## config.mk

```make
export PLATFORM = sky130hd
export DESIGN_NAME = shift_arbiter
export DESIGN_NICKNAME = d
export VERILOG_FILES = /design/src/rtl/shift_arbiter.sv
export SDC_FILE = /design/constraint.sdc
export NUM_CORES = 1
export LEC_CHECK = 0
export CORE_MARGIN = 10
export CORE_UTILIZATION = 30
export DETAILED_ROUTE_END_ITERATION = 6
export PLACE_DENSITY_LB_ADDON = 0.05
export SLEW_MARGIN = 20
export SYNTH_ARGS = -nofsm -noshare
export SYNTH_HDL_FRONTEND = slang
export SYNTH_SLANG_ARGS = --single-unit
```

## constraint.sdc

```tcl
create_clock -name clk -period 6.4 [get_ports clk]
set_clock_uncertainty 0.15 [all_clocks]
set_input_delay 1.28 -clock clk [delete_from_list [all_inputs] [get_ports clk]]
set_output_delay 1.28 -clock clk [all_outputs]
set_load 0.05 [all_outputs]
```

## src/rtl/shift_arbiter.sv

```systemverilog
// Two-requester front end for the shared 16-bit combinational shifter: arbitrates, registers operands,
// fixes up shift amounts >= 16 and computes {s,z,c,v}. Define SHIFT_ARB_FIXED_PRIO_EN for fixed req0 priority.
module shift_arbiter #(
  parameter int W = 16
) (
  input  logic         clk,
  input  logic         rst,
  input  logic         req0,
  input  logic [3:0]   fcode0,
  input  logic [4:0]   shamt0,
  input  logic [W-1:0] data0,
  input  logic         req1,
  input  logic [3:0]   fcode1,
  input  logic [4:0]   shamt1,
  input  logic [W-1:0] data1,
  output logic         done0,
  output logic         done1,
  output logic         busy,
  output logic [W-1:0] result,
  output logic [3:0]   code,
  output logic [3:0]   sh_fcode,
  output logic [4:0]   sh_shift,
  output logic [W-1:0] sh_in,
  input  logic [W-1:0] sh_result
);

  typedef enum logic [1:0] {IDLE, DRIVE, RESP} state_t;

  state_t       state;
  logic [3:0]   op_fcode;
  logic [4:0]   op_shamt;
  logic [W-1:0] op_data;
  logic         op_id;
  logic         pick;

  // pick = 1 selects requester 1
`ifdef SHIFT_ARB_FIXED_PRIO_EN
  assign pick = !req0;
`else
  logic rr;
  assign pick = (req0 && req1) ? rr : !req0;
`endif

  logic [3:0]   sel_fcode;
  logic [4:0]   sel_shamt;
  logic [W-1:0] sel_data;

  always_comb begin
    sel_fcode = pick ? fcode1 : fcode0;
    sel_shamt = pick ? shamt1 : shamt0;
    sel_data  = pick ? data1  : data0;
  end

  logic         legal, is_slr, is_sra;
  logic [W-1:0] nres;
  logic         nc;
  logic [3:0]   ncode;
  logic [3:0]   idx_l, idx_r;

  // Carry is the last bit shifted out; the shifter only sees shamt[3:0], so n >= 16 is patched here.
  always_comb begin
    legal  = (op_fcode[3:2] == 2'b10);
    is_slr = (op_fcode[1:0] == 2'b01);
    is_sra = (op_fcode[1:0] == 2'b11);
    idx_l  = 4'(5'd16 - op_shamt);
    idx_r  = 4'(op_shamt - 5'd1);
    nres   = op_data;
    nc     = 1'b0;
    ncode  = {op_data[W-1], (op_data == '0), 1'b0, 1'b1};
    if (legal) begin
      if (op_shamt < 5'd16 || is_slr) nres = sh_result;
      else if (is_sra)                nres = {W{op_data[W-1]}};
      else                            nres = '0;
      case (op_fcode[1:0])
        2'b00:   nc = (op_shamt != 5'd0 && op_shamt <= 5'd16) ? op_data[idx_l] : 1'b0;
        2'b01:   nc = (op_shamt[3:0] != 4'd0) ? nres[0] : 1'b0;
        2'b10:   nc = (op_shamt != 5'd0 && op_shamt <= 5'd16) ? op_data[idx_r] : 1'b0;
        default: nc = (op_shamt == 5'd0) ? 1'b0 :
                      (op_shamt <= 5'd16) ? op_data[idx_r] : op_data[W-1];
      endcase
      ncode = {nres[W-1], (nres == '0), nc, 1'b0};
    end
  end

  always_ff @(posedge clk or posedge rst) begin
    if (rst) begin
      state    <= IDLE;
      done0    <= 1'b0;
      done1    <= 1'b0;
      busy     <= 1'b0;
      result   <= '0;
      code     <= '0;
      sh_fcode <= 4'b1000;
      sh_shift <= '0;
      sh_in    <= '0;
      op_fcode <= '0;
      op_shamt <= '0;
      op_data  <= '0;
      op_id    <= 1'b0;
`ifndef SHIFT_ARB_FIXED_PRIO_EN
      rr       <= 1'b0;
`endif
    end else begin
      case (state)
        IDLE: begin
          if (req0 || req1) begin
            op_id    <= pick;
            op_fcode <= sel_fcode;
            op_shamt <= sel_shamt;
            op_data  <= sel_data;
            sh_fcode <= sel_fcode;
            sh_shift <= {1'b0, sel_shamt[3:0]};
            sh_in    <= sel_data;
            busy     <= 1'b1;
            state    <= DRIVE;
`ifndef SHIFT_ARB_FIXED_PRIO_EN
            rr       <= ~pick;
`endif
          end
        end
        DRIVE: begin
          result <= nres;
          code   <= ncode;
          done0  <= !op_id;
          done1  <= op_id;
          state  <= RESP;
        end
        RESP: begin
          done0 <= 1'b0;
          done1 <= 1'b0;
          busy  <= 1'b0;
          state <= IDLE;
        end
        default: state <= IDLE;
      endcase
    end
  end

endmodule

```

## Yosys cells after proc, flatten, opt, wreduce, memory -nomap -nowiden

Index checks and enable logic that the tools add are counted.
Widths: inputs -> output; s select.

| cells by class | value |
|---|---|
| eq/ne operators | 7 |
| mux-type cells | 25 |
| multipliers | 0 |
| bitwise operators | 1 |
| order comparisons | 4 |
| shifts and indexed selects | 0 |
| reduce and logical (&&, ||, !) cells | 17 |
| add/sub/neg operators | 2 |
| divide/modulo/power cells | 0 |

Operators by type and width:

| operator | count |
|---|---|
| $mux 16 | 5 |
| $logic_not 16->1 | 2 |
| $lt 4x5->1 const B | 2 |
| $mux 1 | 9 |
| $bmux 1 s4 | 2 |
| $eq 2x2->1 const B | 4 |
| $mux 4 | 2 |
| $pmux 1 s2 | 3 |
| $le 5x5->1 const B | 1 |
| $logic_not 5->1 | 1 |
| $lt 5x5->1 const B | 1 |
| $mux 5 | 1 |
| $reduce_bool 5->1 | 1 |
| $eq 2x1->1 const B | 2 |
| $logic_not 2->1 | 2 |
| $pmux 2 s2 | 1 |
| $reduce_and 2->1 | 2 |
| $reduce_bool 2->1 | 2 |
| $reduce_bool 4->1 | 1 |
| $sub 1x4->4 const A | 1 |
| $sub 4x1->4 const B | 1 |
| $pmux 1 s3 | 1 |
| $logic_and 1x1->1 | 2 |
| $logic_not 1->1 | 2 |
| 4 further kinds | 5 |

| storage, ports and cells | value |
|---|---|
| memories | 0 |
| register bits | 60 |
| bits in writable memories | 0 |
| latch bits | 0 |
| input bits | 70 |
| word-level logic and storage cells | 69 |
| output and inout bits | 48 |
| ROM bits | 0 |

## Logic depth before layout (Yosys ltp)

| depth | value |
|---|---|
| depth in word-level cells | 7 |
| mapped depth | 10 |
| mapped depth without buffers | 9 |

## Least setup slack after synthesis

No wires, ideal clock.

| path | value |
|---|---|
| path kind | input to register |
| start | input port req0 |
| end | register op_data[11] |
| setup slack | 3.939 ns |
| library setup time | 0.133 ns |
| stages on the path | 5 |
| buffers on the path | 2 |
| arrival time | 2.177 ns |
| required time | 6.117 ns |
| path through | a21boi_0 -> buf_2 -> buf_2 -> mux2i_1 -> o21ai_0 |

| on the way | value |
|---|---|
| cells in the longest elaborated chain, start to end | 3 |
| elaborated cells on any way between the ends | 6 |
| those cells by class | mux (2); reduce/logical (4) |

RTL lines:

| item | RTL line | text |
|---|---|---|
| from (decl) | 8 | `input logic req0,` |
| $logic_not 1->1 / $logic_and 1x1->1 (equally long branches) | 41 | `assign pick = (req0 && req1) ? rr : !req0;` |
| $mux 1 | 41 |  |
| $mux 16 | 51 | `sel_data = pick ? data1 : data0;` |
| to (signal assigned) | 110 | `op_data <= sel_data;` |
| to (decl) | 32 | `logic [W-1:0] op_data;` |

Several ways; a longest one is shown, not always the timed one.
A chain may end at the register's enable or synchronous reset.

==> reports/summary.txt <==
Unique masters post-synth: 38
cell area after synthesis: 3080 µm²
fmax: 0.301 GHz
ANT nets after route: 0
GR Util All Layers: 13.5%
CTS Root Cell: clkbuf_8
asr flop ratio synth: 100%
Leak Pwr: 1.85 nW
Die Ht: 121 µm
final hold viol count: 0
Die X: 121 µm
row cnt: 36
Worst path top cell family by delay: buffers and inverters
critical path endpoint category: output pin
Total Power: 2.63 mW
HP Class: reg -> reg
Top FF cell, synth: dfrtp_1
final WL: 9670 µm
Req. time, crit path: 4.97 ns
share of cells above drive strength 1: 9.13%
grt ovf: 0
worst-path cell chain: clkdlybuf4s50_1
initial DRC count: 98
antenna violations before repair: 0
htree depth: 2
core area: 9860 µm²
relative slew slack: 32.9%
post-synthesis sequential area ratio: 42.3%
Worst-Skew Late Latency: 0.31 ns
HPWL after DPL: 7320 µm
detailed-route via count: 2581
number of I/O pins: 118
Worst path slowest cell: clkdlybuf4s50_1
TritonCTS clock tree: yes
Syn Area/Cell: 9.83 µm²
clock sinks: 52
vias in the first global route: 2925
Vias per Instance: 4.70
Final min period: 3.32 ns
post-CTS sizing: 0
Post-Syn Nets: 391
Gate Count Post-Synth: 313
largest net degree at the start of global routing: 53
Slew @ Worst Pin: 1.01 ns
CP Launch Type: register
max-slew violation count: 0
Pre-Repair DR Iteration Count: 4
Worst-path clk slew: 0.10 ns
Crit path largest cell delay: 0.91 ns
PwrDens: 591 nW/µm²
number of synthesized flops with an enable pin: 0
final net count: 493
RD Place Congestion: 0.736
I/O Buffers: 116
Buf/Inv on CP: 1
arrival time at the worst endpoint: 1.89 ns
clock buffer depth: 2
fin crit share: 51.9%
Synth Warn #: 0
kind of critical path: reg -> out
Initial Util: 31.2%
CTS Hold Buffers Added: 0
die area: 14700 µm²
post-synthesis register bit count: 52
unrepaired setup endpoints after global routing: no
# diodes: 0
per-cell routed wire length: 17.6 µm
Final TNS setup: 0 ns
setup bufs post-CTS: 0
max-cap violation count: 0
worst-path maximum fanout: 12
Layout Area Growth over Synthesis: 44.5%
status: finished clean
Setup-failing EPs final: 0
global-route wire length before repair: 15900 µm
Num CTS Buffers: 5
Max VDD drop: 0.262 mV
DR DRC count: 0
per-stage QoR:
stage | util, % | hold WS, ns | cells | setup slack (ns) | area (µm²)
after floorplan | - | 0.304 | 313 | 3.71 | 3080
after global placement | 43.7 | 0.322 | 539 | 2.81 | 4310
after detailed placement | 43.7 | 0.326 | 539 | 2.77 | 4310
after CTS | 44.6 | 0.350 | 547 | 3.05 | 4400
after global routing | 45.1 | 0.365 | 549 | 2.97 | 4450
final | 45.1 | 0.343 | 549 | 3.08 | 4450
synthesized netlist by cell type (2+ instances only):
| cell type | count | area, µm² |
|---|---|---|
| a21oi_1 | 25 | 125 |
| a21boi_0 | 2 | 15.0 |
| nor3_1 | 4 | 20.0 |
| mux4_1 | 7 | 184 |
| nand2_1 | 32 | 120 |
| o21a_1 | 2 | 15.0 |
| nor4_1 | 7 | 43.8 |
| o21ai_0 | 29 | 145 |
| nand3b_1 | 2 | 15.0 |
| dfrtp_1 | 51 | 1280 |
| clkbuf_1 | 10 | 37.5 |
| ha_1 | 8 | 100 |
| buf_2 | 5 | 25.0 |
| nand3_1 | 3 | 15.0 |
| nor2b_1 | 3 | 18.8 |
| nor2_1 | 35 | 131 |
| o22ai_1 | 2 | 12.5 |
| buf_4 | 9 | 67.6 |
| inv_1 | 13 | 48.8 |
| mux2i_1 | 29 | 290 |
| xor2_1 | 2 | 17.5 |
| mux2_2 | 17 | 191 |
worst register-to-register path: cells and delay by family (launching register included):
family | cells | cell delay [ns]
AO/OA/AOI/OAI | 2 | 0.29
adder cells (fa/ha/maj) | 1 | 0.47
buffers and inverters | 1 | 0.13
flip-flops | 1 | 0.67
multiplexers | 2 | 0.79
AND/OR/NAND/NOR | 1 | 0.12
cells in the final DEF (no fill, tap or decap), types with 2 or more instances in the layout:
cell             instances
nor2_1                  35
a21oi_1                 25
nand2_1                 32
nor4_1                   7
dfrtp_1                 51
nor3_1                   4
o21a_1                   2
ha_1                     8
nand3b_1                 2
clkdlybuf4s50_1        116
o21ai_0                 28
clkinv_2                 2
buf_4                    3
inv_1                   12
mux2_2                  17
o22ai_1                  2
nand3_1                  3
mux2i_1                 29
xor2_1                   2
clkbuf_8                 6
nor2b_1                  3
mux4_1                   7
registers in the layout, indices dropped and copies added (netlist names):
name      flops
sh_fcode      4
result       16
done1         1
op_shamt      5
rr            1
done0         1
op_id         1
op_fcode      1
code          3
busy          1
op_data      16
state         2
layer usage:
layer / share of wire (%) / up-vias / routed length, µm / global-route usage [%]
met2: 48 / 72 / 4650 / 22.9
met5: 0 / - / 0 / 0
li1: - / 1297 / - / -
met4: 1.2 / 0 / 114 / 3.80
met1: 42 / 1202 / 4090 / 15.5
met3: 8.4 / 10 / 817 / 5.03
power breakdown:
part / total [mW] / switching (mW) / internal, mW
Clock: 0.205 / 0.118 / 0.0868
Combinational: 1.73 / 1.03 / 0.694
Sequential: 0.695 / 0.200 / 0.495
Total: 2.63 / 1.35 / 1.28
cell type report:
cell class	count	area, µm²
multi-input combinational	222	1610
clock buffer	6	82.6
sequential	52	1300
timing repair buffer	121	1230
clock inverter	2	10.0
fill	979	5420
tap	133	166
inverter	13	48.8
cell families (layout without fill, tap and decap cells):
family | count (synthesis) | in the layout | share of synthesized area (%)
AND/OR/NAND/NOR | 88 | 88 | 12.2
AO/OA/AOI/OAI | 68 | 68 | 12.5
multiplexers | 54 | 54 | 22.4
flip-flops | 52 | 52 | 42.3
buffers and inverters | 39 | 142 | 6.34
adder cells (fa/ha/maj) | 8 | 8 | 3.25
XOR/XNOR | 3 | 3 | 0.854
other | 1 | 1 | 0.122
path summary, 6_finish.rpt:
check	startpoint	end	slack [ns]	depth (start not counted)
worst max-delay path	op_shamt[0]$_DFFE_PP0P_	sh_shift[0]	3.08	1
worst min-delay path	op_fcode[3]$_DFFE_PP0P_	op_fcode[3]$_DFFE_PP0P_	0.34	1
worst max register to register	op_shamt[0]$_DFFE_PP0P_	code[1]$_DFFE_PP0N_	3.61	7
worst min register to register	op_fcode[3]$_DFFE_PP0P_	op_fcode[3]$_DFFE_PP0P_	0.34	1
max in group asynchronous	rst	rr$_DFFE_PP0P_	4.32	3
min in group asynchronous	rst	result[8]$_DFFE_PP0N_	1.32	3
No activity file was read; power rests on OpenSTA's default activity.
